File: src/rtl/riscv_fetch_unit_if.sv
// riscv_fetch_unit_if: instruction memory channel and IF/ID bundle.
// master = fetch unit side, slave = memory / core side.
interface riscv_fetch_unit_if;
  logic        imem_req_valid;
  logic        imem_req_ready;
  logic [63:0] imem_req_addr;
  logic        imem_resp_valid;
  logic [31:0] imem_resp_data;
  logic        stall;
  logic        redirect;
  logic [63:0] redirect_pc;
  logic        ifid_valid;
  logic [31:0] ifid_ir;
  logic [63:0] ifid_pc;

  modport master (
    output imem_req_valid,
    output imem_req_addr,
    input  imem_req_ready,
    input  imem_resp_valid,
    input  imem_resp_data,
    input  stall,
    input  redirect,
    input  redirect_pc,
    output ifid_valid,
    output ifid_ir,
    output ifid_pc
  );

  modport slave (
    input  imem_req_valid,
    input  imem_req_addr,
    output imem_req_ready,
    output imem_resp_valid,
    output imem_resp_data,
    output stall,
    output redirect,
    output redirect_pc,
    input  ifid_valid,
    input  ifid_ir,
    input  ifid_pc
  );
endinterface

File: src/rtl/riscv_fetch_unit.sv
// riscv_fetch_unit: in-order fetch with prefetch FIFO,
// credit-limited requests, stall hold and redirect flush.
module riscv_fetch_unit #(
  parameter int          DEPTH           = 4,
  parameter int          MAX_OUTSTANDING = 2,
  parameter logic [63:0] RESET_PC        = 64'h0,
  parameter logic [31:0] NOP_INSTR       = 32'h0000_0013
) (
  input logic                clock,
  input logic                reset_n,
  riscv_fetch_unit_if.master bus
);
  localparam int AW = $clog2(DEPTH);
  localparam int CW = AW + 1;
  localparam int OW = $clog2(MAX_OUTSTANDING + 1);
  localparam logic [CW-1:0] FULL_C = CW'(DEPTH);
  localparam logic [OW-1:0] MAXO_C = OW'(MAX_OUTSTANDING);

  logic [63:0]   r_fetch_pc;
  logic [63:0]   r_resp_pc;
  logic [63:0]   r_last_pc;
  logic [31:0]   r_ir [DEPTH];
  logic [63:0]   r_pc [DEPTH];
  logic [AW-1:0] r_wptr;
  logic [AW-1:0] r_rptr;
  logic [CW-1:0] r_count;
  logic [OW-1:0] r_outst;
  logic [OW-1:0] r_discard;

  logic        w_empty;
  logic        w_full;
  logic [31:0] w_inflight;
  logic        w_credit;
  logic        w_req;
  logic        w_fire;
  logic        w_resp;
  logic        w_drop;
  logic        w_push;
  logic        w_pop;
  logic [63:0] w_head_pc;
  logic [63:0] w_redir_pc;

  assign w_empty    = (r_count == '0);
  assign w_full     = (r_count == FULL_C);
  assign w_inflight = 32'(r_count) + 32'(r_outst);
  assign w_credit   = (r_outst < MAXO_C)
                   && (w_inflight < 32'(DEPTH));
  assign w_req      = reset_n && !bus.redirect && w_credit;
  assign w_fire     = w_req && bus.imem_req_ready;
  // A response with nothing outstanding is stale.
  assign w_resp     = bus.imem_resp_valid && (r_outst != '0);
  assign w_drop     = w_resp && (r_discard != '0);
  assign w_push     = w_resp && !w_drop && !bus.redirect;
  assign w_pop      = !w_empty && !bus.stall && !bus.redirect;
  assign w_head_pc  = r_pc[r_rptr];
  assign w_redir_pc = {bus.redirect_pc[63:2], 2'b00};

  assign bus.imem_req_valid = w_req;
  assign bus.imem_req_addr  = r_fetch_pc;
  assign bus.ifid_valid     = !w_empty;
  assign bus.ifid_ir        = w_empty ? NOP_INSTR : r_ir[r_rptr];
  assign bus.ifid_pc        = w_empty ? r_last_pc : w_head_pc;

  // FIFO payload storage, written on each accepted response.
  always_ff @(posedge clock) begin
    if (w_push) begin
      r_ir[r_wptr] <= bus.imem_resp_data;
      r_pc[r_wptr] <= r_resp_pc;
    end
  end

  // PCs, pointers, occupancy and credit/discard bookkeeping.
  always_ff @(posedge clock) begin
    if (!reset_n) begin
      r_fetch_pc <= RESET_PC;
      r_resp_pc  <= RESET_PC;
      r_last_pc  <= RESET_PC;
      r_wptr     <= '0;
      r_rptr     <= '0;
      r_count    <= '0;
      r_outst    <= '0;
      r_discard  <= '0;
    end else begin
      r_outst <= r_outst + OW'(w_fire) - OW'(w_resp);
      if (!w_empty) r_last_pc <= w_head_pc;
      if (bus.redirect) begin
        r_fetch_pc <= w_redir_pc;
        r_resp_pc  <= w_redir_pc;
        r_wptr     <= '0;
        r_rptr     <= '0;
        r_count    <= '0;
        r_discard  <= r_outst - OW'(w_resp);
      end else begin
        if (w_fire) r_fetch_pc <= r_fetch_pc + 64'd4;
        if (w_push) begin
          r_resp_pc <= r_resp_pc + 64'd4;
          r_wptr    <= r_wptr + AW'(1);
        end
        if (w_pop) r_rptr <= r_rptr + AW'(1);
        r_count <= r_count + CW'(w_push) - CW'(w_pop);
        if (w_drop) r_discard <= r_discard - OW'(1);
      end
    end
  end

  a_no_overflow: assert property (
    @(posedge clock) disable iff (!reset_n)
    !(w_push && w_full));
endmodule
File: src/flat_wrapper.sv
// flat-port wrapper written by rule: the top's interface ports become plain ports
module riscv_fetch_unit_flat 
#(
  parameter int          DEPTH           = 4,
  parameter int          MAX_OUTSTANDING = 2,
  parameter logic [63:0] RESET_PC        = 64'h0,
  parameter logic [31:0] NOP_INSTR       = 32'h0000_0013
)
  (clock, reset_n, bus_imem_req_valid, bus_imem_req_addr, bus_imem_req_ready, bus_imem_resp_valid, bus_imem_resp_data, bus_stall, bus_redirect, bus_redirect_pc, bus_ifid_valid, bus_ifid_ir, bus_ifid_pc);
  riscv_fetch_unit_if bus_i ();
  input logic clock;
  input logic reset_n;
  output wire logic [$bits(bus_i.imem_req_valid)-1:0] bus_imem_req_valid;
  output wire logic [$bits(bus_i.imem_req_addr)-1:0] bus_imem_req_addr;
  input wire logic [$bits(bus_i.imem_req_ready)-1:0] bus_imem_req_ready;
  input wire logic [$bits(bus_i.imem_resp_valid)-1:0] bus_imem_resp_valid;
  input wire logic [$bits(bus_i.imem_resp_data)-1:0] bus_imem_resp_data;
  input wire logic [$bits(bus_i.stall)-1:0] bus_stall;
  input wire logic [$bits(bus_i.redirect)-1:0] bus_redirect;
  input wire logic [$bits(bus_i.redirect_pc)-1:0] bus_redirect_pc;
  output wire logic [$bits(bus_i.ifid_valid)-1:0] bus_ifid_valid;
  output wire logic [$bits(bus_i.ifid_ir)-1:0] bus_ifid_ir;
  output wire logic [$bits(bus_i.ifid_pc)-1:0] bus_ifid_pc;
  assign bus_imem_req_valid = bus_i.imem_req_valid;
  assign bus_imem_req_addr = bus_i.imem_req_addr;
  assign bus_i.imem_req_ready = bus_imem_req_ready;
  assign bus_i.imem_resp_valid = bus_imem_resp_valid;
  assign bus_i.imem_resp_data = bus_imem_resp_data;
  assign bus_i.stall = bus_stall;
  assign bus_i.redirect = bus_redirect;
  assign bus_i.redirect_pc = bus_redirect_pc;
  assign bus_ifid_valid = bus_i.ifid_valid;
  assign bus_ifid_ir = bus_i.ifid_ir;
  assign bus_ifid_pc = bus_i.ifid_pc;
  riscv_fetch_unit #(.DEPTH(DEPTH), .MAX_OUTSTANDING(MAX_OUTSTANDING), .RESET_PC(RESET_PC), .NOP_INSTR(NOP_INSTR)) u_core (.clock(clock), .reset_n(reset_n), .bus(bus_i));
endmodule
File: config.mk
export PLATFORM = sky130hd
export DESIGN_NAME = riscv_fetch_unit_flat
export DESIGN_NICKNAME = d
export VERILOG_FILES = /design/src/rtl/riscv_fetch_unit_if.sv /design/src/rtl/riscv_fetch_unit.sv /design/src/flat_wrapper.sv
export SDC_FILE = /design/constraint.sdc
export NUM_CORES = 1
export LEC_CHECK = 0
export CORE_MARGIN = 4
export CORE_UTILIZATION = 56
export CTS_CLUSTER_DIAMETER = 60
export DETAILED_ROUTE_END_ITERATION = 6
export HOLD_SLACK_MARGIN = 0.05
export PLACE_DENSITY = 0.82
export SYNTH_ARGS = -nofsm -noshare
export SYNTH_HDL_FRONTEND = slang
export SYNTH_SLANG_ARGS = --single-unit
File: constraint.sdc
create_clock -name clock -period 5.25 [get_ports clock]
set_input_delay 1.05 -clock clock [delete_from_list [all_inputs] [get_ports clock]]
set_output_delay 1.05 -clock clock [all_outputs]
set_load 0.01 [all_outputs]
# == Word-level counts from Yosys, hierarchy flattened ==
# Memories as Yosys holds them, arrays and structs flattened. A register that Yosys moved wholly into a read port is not among the register bits.
# Index checks and enable logic that the tools add are counted.
# totals
reg_bits,203
ram_bits,384
memories,2
output_inout_bits,162
input_bits,102
# classes
n_bitwise,1
reduce_logical,21
n_addsub,11
mux,14
n_lt_le_gt_ge,2
# mem_list
memory,depth,width,read_ports,rd_clocked_by_memory_dff,write_ports,line_no,source
u_core.r_pc,4,64,1,1,1,riscv_fetch_unit.sv:23,logic [63:0] r_pc [DEPTH];
u_core.r_ir,4,32,1,1,1,riscv_fetch_unit.sv:22,logic [31:0] r_ir [DEPTH];
# ops
op,count
64-bit 2-to-1 mux,5
"64-bit by 3-bit adder with 64-bit output, second input constant",2
"32-bit by 3-bit less-than comparator with 1-bit output, second input constant",1
32-bit 2-to-1 mux,1
2-bit 2-to-1 mux,6
1-bit logical AND,10
2-bit nonzero test,5
"2-bit by 1-bit adder with 2-bit output, second input constant",2
3-bit by 2-bit adder with 4-bit output,1
1-bit zero test,4
2-bit by 1-bit subtractor with 2-bit output,2
3-bit by 1-bit adder with 3-bit output,1
3-bit zero test,1
3-bit by 1-bit subtractor with 3-bit output,1
2-bit by 1-bit adder with 2-bit output,1
"2-bit less-than comparator, second input constant",1
1-bit 2-to-1 mux,2
2-bit OR reduction,1
"2-bit by 1-bit subtractor with 2-bit output, second input constant",1
1-bit inverter,1

# == Longest topological paths before layout ==
# logic_depth
depth_word,8
ltp_mapped,10
ltp_nobuf,9

# == Worst setup path after synthesis ==
# OpenSTA, ideal clock, no wires.
# synth_timing
kind,input -> register
from,in bus_redirect
to,mem u_core.r_ir[0][0] (enable)
path_buffers,2
path_stages,5
t_arrival_ns,3.866
path_slack_ns,0.921
cell_sequence,clkbuf_1 > clkinv_1 > and3_1 > clkbuf_1 > and2_1
# synth_between
elab_chain_len,4
# synth_rtl
item,line_no,source
from (decl),flat_wrapper.sv:19,input wire logic [$bits(bus_i.redirect)-1:0] bus_redirect;
1-bit zero test,riscv_fetch_unit.sv:53,assign w_push = w_resp && !w_drop && !bus.redirect;
1-bit logical AND,riscv_fetch_unit.sv:53,
via u_core.w_push,riscv_fetch_unit.sv:38,logic w_push;
1-bit 2-to-1 mux,riscv_fetch_unit.sv:66,if (w_push) begin
1-bit 2-to-1 mux (implied by the code),riscv_fetch_unit.sv:67,r_ir[r_wptr] <= bus.imem_resp_data;
to (decl),riscv_fetch_unit.sv:22,
# The timed path passes the listed nets, and every way through them passes these cells.

# == Worst setup path in the final report ==
# layout_timing
from,reg u_core.r_count[1]
to,out bus_ifid_pc[9]
# layout_between
elab_chain_len,2
# layout_rtl
item,line_no,source
from (decl),riscv_fetch_unit.sv:26,logic [CW-1:0] r_count;
from (signal assigned),riscv_fetch_unit.sv:100,r_count <= r_count + CW'(w_push) - CW'(w_pop);
3-bit zero test,riscv_fetch_unit.sv:43,assign w_empty = (r_count == '0);
64-bit 2-to-1 mux,riscv_fetch_unit.sv:62,assign bus.ifid_pc = w_empty ? r_last_pc : w_head_pc;
to (decl),flat_wrapper.sv:23,output wire logic [$bits(bus_i.ifid_pc)-1:0] bus_ifid_pc;
# No other way between the ends.

==> impl_metrics.toml <==
[status]
outcome = "complete, no violations"

[critical_path]
cp.arrival_ns = 3.33
worst-path-buf-inv = 4
critical_path.startpoint = "u_core.r_count[1]"
slowest_delay_ns = 0.78
crit_chain = "nor3_1, buf_4, inv_2, buf_12, mux2_2, clkdlybuf4s50_1"
end_kind = "output pin"
critPathMaxFanout = 53
critPathLaunchType = "flip-flop"
crit_required_ns = 4.20
reg2reg_from = "u_core.r_resp_pc[2]"
cpLargestDelayFamily = "buffers and inverters"
cp_slowest_cell = "inv_2"
crit_type = "reg2out"

[pwr]
p_int_mw = 7.77
clockPowerShare_pct = 38.9
p_seq_share_pct = 51.6
p_switching_mw = 2.35
vdd_drop_max_v = 0.000295
leakagePower_nw = 9.44
power_density_mw_per_mm2 = 351
swShare_pct = 23.2
p_comb_share_pct = 9.5

[die]
initial_utilization_pct = 56.8
core-area_sq_mm = 0.0420
die_x_um = 214
io_pins = 264
die_h_um = 214
die-area_sq_mm = 0.0460
rows = 75

[placement]
place_worst_setup_slack_ns = 1.33
portBuffers = 259
hpwlAfterDp_mm = 37.5
place_congestion = 0.906

[grt]
grt_max_degree = 88
antenna_found_initial = 0
grt_pass1_vias = 15500
track_usage_pct = 25.0
grt_first_pass_wirelength_mm = 91.3
overflow = 0

[worst_hold_path]
hp-start = "u_core.r_last_pc[0]"
hold_path.class = "reg2reg"

[timing]
worst_slack_ns = 0.869
tightestPinTransition_ns = 1.30
holdWs_ns = 0.475
setup_viol = 0
post-route-period-util_pct = 83.4
maxSlewHeadroom_pct = 12.8
tns_ns = 0
rsz0062_at_grt = "false"
hold_viol_final = 0
fin_crit_ns = 4.38
slew_viol_final = 0
clock.fmax_ghz = 0.228
fin_skew_ns = 0.0166

[yosys]
async_reset_ff_share_pct = 0
syn_inst = 1729
synth_flop_cell = "edfxtp_1"
ys.warnings.count = 0
syn-mean-instance-area_sq_um = 13.8
ys_seq_area_share_pct = 64.2
yosysUniqueCellTypes = 64
synth-seq-cells = 577
synth_area_sq_mm = 0.0239
synth_edf_count = 376

[drt]
drt-pass1-iter-count = 7
vias = 15800
drc = 0
routedWlPerCell_um = 23.0
drtIter0Drc = 1488
vias_per_cell = 6.16
antenna_left = 0
wl_mm = 58.9

[cts]
cts_root_buf = "clkbuf_16"
htreeDepth = 2
cts-resized-gates = 0
cts_tree = "yes"
post_cts_buffers = 0
cts_buffer_depth = 3
insertion_delay_ns = 0.60
ctsHoldBuffers = 0
cts.sinks = 577
cts_buffers = 56
clk_pin_slew_ns = 0.06

[final_layout]
n_antenna_cell = 0
most-common-layout-cells = "edfxtp_1 (376), clkdlybuf4s50_1 (257), dfxtp_1 (199)"
final_common_cell = "edfxtp_1"
final_layout_size_suffix_gt1_share_pct = 14.5
syn2layout_area_growth_pct = 20.7
num-fill-cells = 2787
nNetsFinal = 2088

[run]
drv_cap = 0
==> stage by stage <==
step / utilization [%] / total power [mW] / cells / instance area, sq um
3_5_place_dp: 64.2 / 6.25 / 2454 / 27000
6_report: 68.5 / 10.1 / 2559 / 28800
5_1_grt: 68.5 / 10.5 / 2559 / 28800
2_1_floorplan: - / 5.77 / 1730 / 23900
4_1_cts: 68.5 / 10.2 / 2559 / 28800
3_3_place_gp: 64.2 / 6.21 / 2454 / 27000
==> area by class of cell <==
cell class,count,area [sq um],area share (%)
multi-input cells,1025,8060,28.0
repair buffers,283,2840,9.85
clock buffers,86,1600,5.57
clock inverters,19,204,0.708
inverters,30,113,0.391
well taps,539,674,2.34
flip-flops and latches,577,15300,53.2
==> layer usage <==
layer | part of all wire [%] | GRT usage, % | vias to the layer above
li1 | - | - | 7072
met3 | 8.7 | 4.15 | 106
met2 | 46 | 39.3 | 847
met4 | 2.9 | 7.26 | 0
met5 | 0 | 0 | -
met1 | 42 | 36.6 | 7733
==> flip-flops by register name (all words and copies together) (netlist names), named ones only <==
name,count
u_core.r_pc,248
u_core.r_outst,2
u_core.r_ir,128
u_core.r_count,3
u_core.r_resp_pc,62
u_core.r_last_pc,64
u_core.r_discard,2
u_core.r_rptr,2
u_core.bus.imem_req_addr,62
u_core.r_wptr,2
==> kinds of logic after synthesis <==
| kind of cell | synth area share [%] |
|---|---|
| multiplexers | 12.2 |
| XOR/XNOR | 2.72 |
| buffers and inverters | 2.12 |
| AND/OR/NAND/NOR | 11.9 |
| flip-flops | 64.2 |
| adder cells (fa/ha/maj) | 0.713 |
| AO/OA/AOI/OAI | 6.24 |
| other | 0.0157 |
==> final timing paths <==
| kind | to | slack [ns] | cells past startpoint |
|---|---|---|---|
| max | bus_ifid_pc[9] | 0.87 | 6 |
| min | u_core.r_last_pc[0] | 0.48 | 1 |
| max reg2reg | u_core.r_resp_pc[48] | 2.00 | 7 |
| min reg2reg | u_core.r_last_pc[0] | 0.48 | 1 |
==> worst register-to-register path: stages (launching register included) <==
cell and delay, ns:
dfxtp_1 0.56, ha_1 0.26, nand3_1 0.17, nor4_1 0.97, nand3_1 0.42, nor4_1 0.51, nor3_1 0.10, a211oi_1 0.18
==> synth_stat cells (all sizes together) (3+ instances only) <==
library cell | n | area, sq um
nor2b | 3 | 18.8
edfxtp | 376 | 11300
buf | 17 | 88.8
or2 | 8 | 50.1
nand4 | 41 | 272
a31oi | 17 | 106
mux4 | 94 | 2120
ha | 12 | 150
o211ai | 7 | 52.6
a211oi | 4 | 30.0
o22ai | 12 | 75.1
nor4 | 17 | 128
o21ai | 84 | 420
o311ai | 9 | 78.8
a21oi | 91 | 455
xor2 | 37 | 324
mux2 | 67 | 754
inv | 29 | 109
and3 | 24 | 150
nor3b | 6 | 45.0
o31ai | 3 | 22.5
and2 | 120 | 751
dfxtp | 201 | 4020
mux2i | 3 | 30.0
nand2 | 104 | 390
clkbuf | 81 | 304
nor3 | 31 | 170
and4 | 16 | 140
xnor2 | 37 | 324
nand3 | 70 | 350
or3 | 6 | 37.5
nor2 | 55 | 206
or4 | 12 | 97.6
o21a | 8 | 60.1
==> power groups by stage <==
stage	logic (mW)	clock network, mW	registers [mW]
3_3_place_gp	0.931	0	5.28
2_1_floorplan	0.504	0	5.27
4_1_cts	0.960	4.00	5.21
6_report	0.956	3.94	5.22
5_1_grt	1.03	4.19	5.24
3_5_place_dp	0.950	0	5.30
(Power assumes the default switching activity.)
